<file path="config.mk">
export PLATFORM = sky130hd
export DESIGN_NAME = pwm_dir_multi
export DESIGN_NICKNAME = d
export VERILOG_FILES = /design/src/rtl/pwm_dir_multi.sv
export SDC_FILE = /design/constraint.sdc
export NUM_CORES = 1
export LEC_CHECK = 0
export BUFFER_PORTS_ARGS = -buffer_cell sky130_fd_sc_hd__buf_4
export CORE_MARGIN = 8
export CORE_UTILIZATION = 40
export DETAILED_ROUTE_END_ITERATION = 8
export GPL_TIMING_DRIVEN = 0
export PLACE_DENSITY = 0.59
export SLEW_MARGIN = 20
export SYNTH_ARGS = -nofsm -noshare
export SYNTH_HDL_FRONTEND = slang
export SYNTH_SLANG_ARGS = --single-unit
</file>
<file path="constraint.sdc">
create_clock -name clk -period 4.35 [get_ports clk]
set_input_delay 0.2175 -clock clk [delete_from_list [all_inputs] [get_ports clk]]
set_output_delay 0.2175 -clock clk [all_outputs]
set_load 0.005 [all_outputs]
</file>
<file path="src/rtl/pwm_dir_multi.sv">
// pwm_dir_multi: NUM_CH PWM/direction channels on one shared period counter, with
// boundary-applied shadow settings and dead-time on reversal. Option macro: PWM_CENTER_ALIGNED_EN.
module pwm_dir_multi #(
  parameter int NUM_CH          = 2,
  parameter int CLK_FREQUENCY   = 60_000_000,
  parameter int PWM_FREQUENCY   = 100_000,
  parameter int DUTY_BITS       = 7,
  parameter int DUTY_MAX        = 100,
  parameter int DEADTIME_CYCLES = 60
) (
  input  logic                          clk,
  input  logic                          reset,
  input  logic                          en,
  input  logic                          update,
  input  logic [NUM_CH*DUTY_BITS-1:0]   duty,
  input  logic [NUM_CH-1:0]             dir_in,
  input  logic [NUM_CH-1:0]             float,
  output logic [NUM_CH-1:0]             pwm,
  output logic [NUM_CH-1:0]             dir_out,
  output logic [NUM_CH-1:0]             float_n,
  output logic                          period_start
);

  localparam int PERIOD_COUNT = CLK_FREQUENCY / PWM_FREQUENCY;
  localparam int DUTY_STEP    = PERIOD_COUNT / DUTY_MAX;
  localparam int CW           = $clog2(PERIOD_COUNT);
  localparam int TW           = $clog2(PERIOD_COUNT + 1);
  localparam int DW           = $clog2(DEADTIME_CYCLES + 1);
  localparam logic [CW-1:0] CNT_LAST  = CW'(PERIOD_COUNT - 1);
  localparam logic [DW-1:0] DEAD_LAST = DW'(DEADTIME_CYCLES - 1);

  typedef enum logic [1:0] {ST_RUN, ST_DEAD, ST_WAIT} state_t;

  logic [CW-1:0] cnt_q, cnt_d;
  logic          period_start_q, period_start_d;
  logic          boundary;
  logic          load;

  assign boundary = en && (cnt_q == CNT_LAST);
  // With the block disabled, active settings track the shadow continuously.
  assign load     = boundary || !en;

  always_comb begin
    cnt_d = cnt_q + 1'b1;
    if (!en || cnt_q == CNT_LAST) begin
      cnt_d = '0;
    end
    period_start_d = boundary;
  end

  always_ff @(posedge clk) begin
    if (reset) begin
      cnt_q          <= '0;
      period_start_q <= 1'b0;
    end else begin
      cnt_q          <= cnt_d;
      period_start_q <= period_start_d;
    end
  end

  assign period_start = period_start_q;

  genvar gi;
  generate
    for (gi = 0; gi < NUM_CH; gi++) begin : g_ch
      logic [DUTY_BITS-1:0] duty_sh_q, duty_sh_d;
      logic                 dir_sh_q, dir_sh_d;
      logic                 float_sh_q, float_sh_d;
      logic [TW-1:0]        thr_q, thr_d;
      logic [TW-1:0]        thr_new;
      logic                 act_float_q, act_float_d;
      logic                 float_n_q, float_n_d;
      logic                 dir_out_q, dir_out_d;
      logic                 tgt_dir_q, tgt_dir_d;
      logic [DW-1:0]        dead_q, dead_d;
      state_t               state_q, state_d;
      logic                 pwm_q, pwm_d;
      logic                 in_window;
      int                   duty_int;
`ifdef PWM_CENTER_ALIGNED_EN
      logic [TW-1:0]        start_q, start_d, end_q, end_d, start_new;
`endif

      always_comb begin
        duty_sh_d  = duty_sh_q;
        dir_sh_d   = dir_sh_q;
        float_sh_d = float_sh_q;
        if (update) begin
          duty_sh_d  = duty[gi*DUTY_BITS +: DUTY_BITS];
          dir_sh_d   = dir_in[gi];
          float_sh_d = float[gi];
        end

        duty_int = int'(duty_sh_q);
        if (duty_int > DUTY_MAX) begin
          duty_int = DUTY_MAX;
        end
        thr_new = TW'(duty_int * DUTY_STEP);

        thr_d       = thr_q;
        act_float_d = act_float_q;
        float_n_d   = float_n_q;
`ifdef PWM_CENTER_ALIGNED_EN
        start_new = TW'((PERIOD_COUNT - int'(thr_new)) / 2);
        start_d   = start_q;
        end_d     = end_q;
`endif
        if (load) begin
          thr_d       = thr_new;
          act_float_d = float_sh_q;
          float_n_d   = ~float_sh_q;
`ifdef PWM_CENTER_ALIGNED_EN
          start_d     = start_new;
          end_d       = start_new + thr_new;
`endif
        end

        state_d   = state_q;
        dead_d    = dead_q;
        dir_out_d = dir_out_q;
        tgt_dir_d = tgt_dir_q;
        if (!en) begin
          state_d   = ST_RUN;
          dir_out_d = dir_sh_q;
        end else begin
          case (state_q)
            ST_RUN, ST_WAIT: begin
              // The shadow dir is what active receives on this boundary.
              if (boundary) begin
                if (dir_sh_q != dir_out_q) begin
                  state_d   = ST_DEAD;
                  dead_d    = '0;
                  tgt_dir_d = dir_sh_q;
                end else begin
                  state_d = ST_RUN;
                end
              end
            end
            ST_DEAD: begin
              if (dead_q == DEAD_LAST) begin
                dir_out_d = tgt_dir_q;
                state_d   = ST_WAIT;
              end else begin
                dead_d = dead_q + 1'b1;
              end
            end
            default: state_d = ST_RUN;
          endcase
        end

`ifdef PWM_CENTER_ALIGNED_EN
        in_window = (TW'(cnt_q) >= start_q) && (TW'(cnt_q) < end_q);
`else
        in_window = TW'(cnt_q) < thr_q;
`endif
        pwm_d = en && !act_float_q && in_window &&
                (state_q == ST_RUN) && (state_d == ST_RUN);
      end

      always_ff @(posedge clk) begin
        if (reset) begin
          duty_sh_q   <= '0;
          dir_sh_q    <= 1'b0;
          float_sh_q  <= 1'b0;
          thr_q       <= '0;
          act_float_q <= 1'b0;
          float_n_q   <= 1'b0;
          dir_out_q   <= 1'b0;
          tgt_dir_q   <= 1'b0;
          dead_q      <= '0;
          state_q     <= ST_RUN;
          pwm_q       <= 1'b0;
`ifdef PWM_CENTER_ALIGNED_EN
          start_q     <= '0;
          end_q       <= '0;
`endif
        end else begin
          duty_sh_q   <= duty_sh_d;
          dir_sh_q    <= dir_sh_d;
          float_sh_q  <= float_sh_d;
          thr_q       <= thr_d;
          act_float_q <= act_float_d;
          float_n_q   <= float_n_d;
          dir_out_q   <= dir_out_d;
          tgt_dir_q   <= tgt_dir_d;
          dead_q      <= dead_d;
          state_q     <= state_d;
          pwm_q       <= pwm_d;
`ifdef PWM_CENTER_ALIGNED_EN
          start_q     <= start_d;
          end_q       <= end_d;
`endif
        end
      end

      assign pwm[gi]     = pwm_q;
      assign dir_out[gi] = dir_out_q;
      assign float_n[gi] = float_n_q;
    end
  endgenerate

endmodule

</file>
# Word-level counts from Yosys, hierarchy flattened
# Cells that the tools add are included.
# totals
regBits,73
latch_bits,0
mem_bits_rw,0
romBits,0
n_memories,0
# classes
add_sub_neg,3
multipliers,2
div,0
n_lt_le_gt_ge,4
n_eq_ne,19
shifts,0
muxes,26
bitwise,2
n_reduce_logical,29
# ops
op,count
$mul 32x3->9 const B,2
$mux 6,6
$pmux 6 s2,2
$lt 10x10->1,2
$gt 7x7->1 const B,2
$mux 7,2
$add 6x1->6 const B,2
$eq 6x6->1 const B,2
$mux 2,6
$ne 2x2->1 const B,6
$add 10x1->10 const B,1
$eq 10x10->1 const B,1
$reduce_and 5->1,2
$logic_and 1x1->1,9
$logic_not 2->1,4
$mux 1,8
$ne 2x1->1 const B,4
$pmux 2 s2,2
$reduce_and 4->1,2
$reduce_or 2->1,3
$eq 2x1->1 const B,2
$eq 2x2->1 const B,2
$reduce_and 2->1,2
$reduce_bool 2->1,2
other kinds (4),9

# Depth between registers and ports, before layout
# depth
ltp_word,7
depth_mapped,12
depth_no_buf,12

# Worst setup path after synthesis
# No wires, ideal clock.
# synth_timing
kind,reg-to-reg
start,reg g_ch[0].duty_sh_q[0]
end,reg g_ch[0].thr_q[9]
setup_time_ns,0.128
arrival_ns,2.345
required_ns,4.222
slack_ns,1.877
stages_incl_launch_ff,12
n_path_buf,0
synth_period_minus_slack_ns,2.473
cell_sequence,dfxtp_1 > o21ai_0 > a21oi_1 > or2_2 > ha_1 > ha_1 > fa_1 > a21o_1 > a21oi_1 > o21bai_1 > a21oi_1 > o22ai_1
# synth_between
elab_chain_cells,3
# synth_rtl
item,line_no,source
from (decl),66,"logic [DUTY_BITS-1:0] duty_sh_q, duty_sh_d;"
from (signal assigned),178,duty_sh_q <= duty_sh_d;
$gt 7x7->1,95,if (duty_int > DUTY_MAX) begin
$mux 7 *,95,
$mul 32x3->9 *,98,thr_new = TW'(duty_int * DUTY_STEP);
to (signal assigned),181,thr_q <= thr_d;
to (decl),69,"logic [TW-1:0] thr_q, thr_d;"
# Mark *: on every way between the ends. The rest lies on a longest branch, timed or not.
# A chain may end at the register's enable or synchronous reset.

# Final worst setup path
# Ends and elaborated chain as after synthesis.

==> flow_metrics.py <==
metrics = {
    "pwr": {
        "vdd_drop_max_mv": 0.177,
        "power-per-cell-area_nw_per_um2": 335,
        "static-leakage-power_uw": 0.00190,
    },
    "critical_path": {
        "crit_start": "g_ch[0].duty_sh_q[0]",
        "cp_max_fo": 3,
        "startpoint_to_endpoint_class_of_the_critical_path": "flip-flop to flip-flop",
        "crit_arrival_ns": 2.98,
        "worst_path_max_delay_cell": "sky130_fd_sc_hd__fa_1",
        "critPathRequiredTime_ns": 4.56,
        "timing.critical_path.slowest_cell_delay_ns": 0.41,
        "timing.critical_path.to_type": "flip-flop",
        "cp_cell_sequence": "o21ai_0, a21oi_1, or2_2, ha_1, ha_1, fa_1, a21o_1, a21oi_1, o21bai_1, a21oi_1, o22ai_1",
        "timing.critical_path.from_type": "flip-flop",
        "crit_path_frequent_cell": "sky130_fd_sc_hd__a21oi_1",
        "reg2reg_from": "g_ch[0].duty_sh_q[0]",
    },
    "global_routing": {
        "grt_max_degree": 13,
        "global_route.overflow_total": 0,
        "total_routing_usage_gr_pct": 13.2,
        "grt_antenna_before_repair": 0,
        "grt_first_pass_wirelength_um": 13800,
        "via_count_of_the_first_global_routing_pass": 3001,
    },
    "final_layout": {
        "drive_gt1_share_pct": 11.9,
        "area_delta_synth_final_pct": 15.3,
        "final_util_pct": 47.7,
        "final_design_area_no_fill_um2": 4420,
        "nNetsFinal": 534,
        "antenna_cells_inserted": 0,
    },
    "route": {
        "routed-via-count": 2946,
        "routedWlPerCell_um": 13.0,
        "dr.pass1.iters": 4,
        "drt_drc_violations_left": 0,
        "routed_wire_length_um": 7840,
        "first_iter_violations": 80,
        "drt.antenna.violating_nets": 0,
        "via_per_inst": 4.90,
    },
    "sta": {
        "final_max_slew_violation_count": 0,
        "timing.final.crit_share_pct": 63.6,
        "post-route-min-period_ns": 2.76,
        "setup-tns-final_ns": 0,
        "grt_setup_unrepaired": "false",
        "timing_hold_violations_final": 0,
        "tightest_slew_ns": 0.755,
        "clock_skew_ns": 0.0103,
        "achievable-frequency_mhz": 362,
        "relSlewSlack_pct": 49.4,
        "finalSetupViolations": 0,
    },
    "floorplan": {
        "design.core.area_um2": 9280,
        "start_util_pct": 41.3,
        "fp-row-count": 35,
        "floorplan.io_pins": 29,
        "fp.dieW_um": 114,
        "floorplan.die_area_um2": 13000,
        "die_height_um": 114,
    },
    "place": {
        "place.detailed.hpwl_um": 6090,
        "port_buffers": 26,
        "gp_congestion": 0.775,
        "dpl_cell_area_um2": 4200,
    },
    "yosys": {
        "mappedNetlistArea_um2": 3840,
        "yosysTopAreaCellShare_pct": 38.1,
        "syn_nets": 497,
        "synth-seq-area-share_pct": 38.1,
        "synth_top_area_cells": "sky130_fd_sc_hd__dfxtp_1, sky130_fd_sc_hd__ha_1, sky130_fd_sc_hd__mux2i_1, sky130_fd_sc_hd__nor2_1, sky130_fd_sc_hd__a21oi_1",
        "yosysWarningCount": 0,
        "post_synth.cell_area_avg_um2": 8.93,
        "synth.distinct_cells": 41,
        "synthDominantAreaCellType": "sky130_fd_sc_hd__dfxtp_1",
        "syn_inst": 430,
        "ys_ff_latch": 73,
    },
    "clock_network": {
        "cts_setup_buffers": 0,
        "clock_insertion_delay_worst_skew_ns": 0.34,
        "worst_setup_hold_path_clk_slew_ns": 0.08,
        "hold_buffers": 0,
        "ctsLongestPathBuffers": 2,
        "tritoncts_num_sinks": 73,
        "tritoncts.num_buffers": 9,
        "cts_tree": "yes",
        "clock_tree.root_cell": "sky130_fd_sc_hd__clkbuf_8",
        "ctsResizeCount": 0,
        "ctsHtreeMaxLevel": 3,
    },
    "run": {
        "max_cap_violations": 0,
    },
    "hold_path": {
        "min-delay-start": "duty[6]",
        "kind_of_path_behind_the_tightest_hold_check": "primary input to flip-flop",
    },
    "outcome": {
        "outcome": "complete, no violations",
    },
}
## registers in the layout, indices dropped and copies added (netlist names), 4 cells and up
register	flops
cnt_q	10
g_ch.dead_q	12
g_ch.duty_sh_q	14
g_ch.state_q	4
g_ch.thr_q	18
## critical path: cells and delay by family (launching register included)
| family | cells | cell delay, ns |
|---|---|---|
| AOI/OAI and AO/OA | 7 | 1.06 |
| adders and majority gates | 3 | 0.93 |
| and+or+nand+nor | 1 | 0.30 |
| DFF | 1 | 0.33 |
## worst paths after layout
kind / slack, ns / endpoint / depth (start not counted)
setup / recovery: 1.59 / g_ch[0].thr_q[9] / 11
hold reg to reg: 0.45 / g_ch[0].float_n_q / 2
hold / removal: 0.1 / g_ch[0].duty_sh_q[6] / 3
setup reg to reg: 1.59 / g_ch[0].thr_q[9] / 11
## layout by cell type, fill, tap and decap left out, drive strengths merged, types with 3 or more instances in the layout
cell and n:
a211oi 6, a21o 5, a21oi 23, and2 7
and3b 3, buf 38, clkbuf 21, dfxtp 73
ha 43, inv 30, mux2i 21, nand2 26
nand2b 8, nand3 4, nand4 7, nor2 53
nor2b 9, nor3 9, nor4 3, o2111ai 3
o21ai 17, o21bai 3, o22ai 10, or2 5
xnor2 13, xor2 12
## synth_stat cells, drive strengths merged
cell type  count
o31ai          2
a21oi         23
nor2b          9
o21bai         3
a32oi          1
nor4b          1
clkbuf        10
nand3b         1
nand2b         8
ha            43
a311oi         1
a211oi         6
dfxtp         73
nor3           9
nand4          7
and2           7
xor2          12
o2111a         1
or2            5
and4           1
a31oi          2
nand2         26
o2111ai        3
a21o           5
a22o           2
o22ai         10
and3b          3
nand3          4
fa             2
nor4           3
or3            1
buf           12
o21ai         17
inv           30
mux2i         21
nor2          53
xnor2         13
## layout make-up
cell class	instances	area, µm²
buffer	22	111
clock buffer	11	151
clock inverter	5	77.6
fill	940	4860
inverter	30	113
multi-input combinational	305	2150
sequential	73	1460
tap	129	161
timing repair buffer	26	195
## stage by stage
step / power [µW] / cells / worst slack [ns] / hold WS [ns]
floorplan: 835 / 430 / 1.88 / 0.365
global placement: 888 / 585 / 1.65 / 0.440
detailed placement: 890 / 585 / 1.61 / 0.445
CTS: 1510 / 601 / 1.57 / 0.0812
global route: 1560 / 601 / 1.35 / 0.0989
finish: 1480 / 601 / 1.59 / 0.0998
## layer usage
metal  GRT usage (%)  up-vias  share of wire, %
li1                -     1546                 -
met1            15.9     1356                49
met2            22.2       39                46
met3            3.33        5               3.5
met4            4.79        0              0.79
met5               0        -                 0
## kinds of logic after synthesis
| group | synth area share [%] |
|---|---|
| mux | 5.48 |
| compound gates | 12.2 |
| flops | 38.1 |
| buf+inv | 5.83 |
| xor+xnor | 5.70 |
| simple gates | 17.7 |
| fa+ha+maj | 15.1 |
## power breakdown
| group | internal (µW) | switching, µW | total (µW) | leakage [µW] |
|---|---|---|---|---|
| logic | 80.3 | 84.2 | 164 | 0.00119 |
| registers | 693 | 15.3 | 709 | 0.000595 |
| clock network | 352 | 255 | 608 | 0.000115 |
Note: power is estimated with default switching activity, not from simulation.
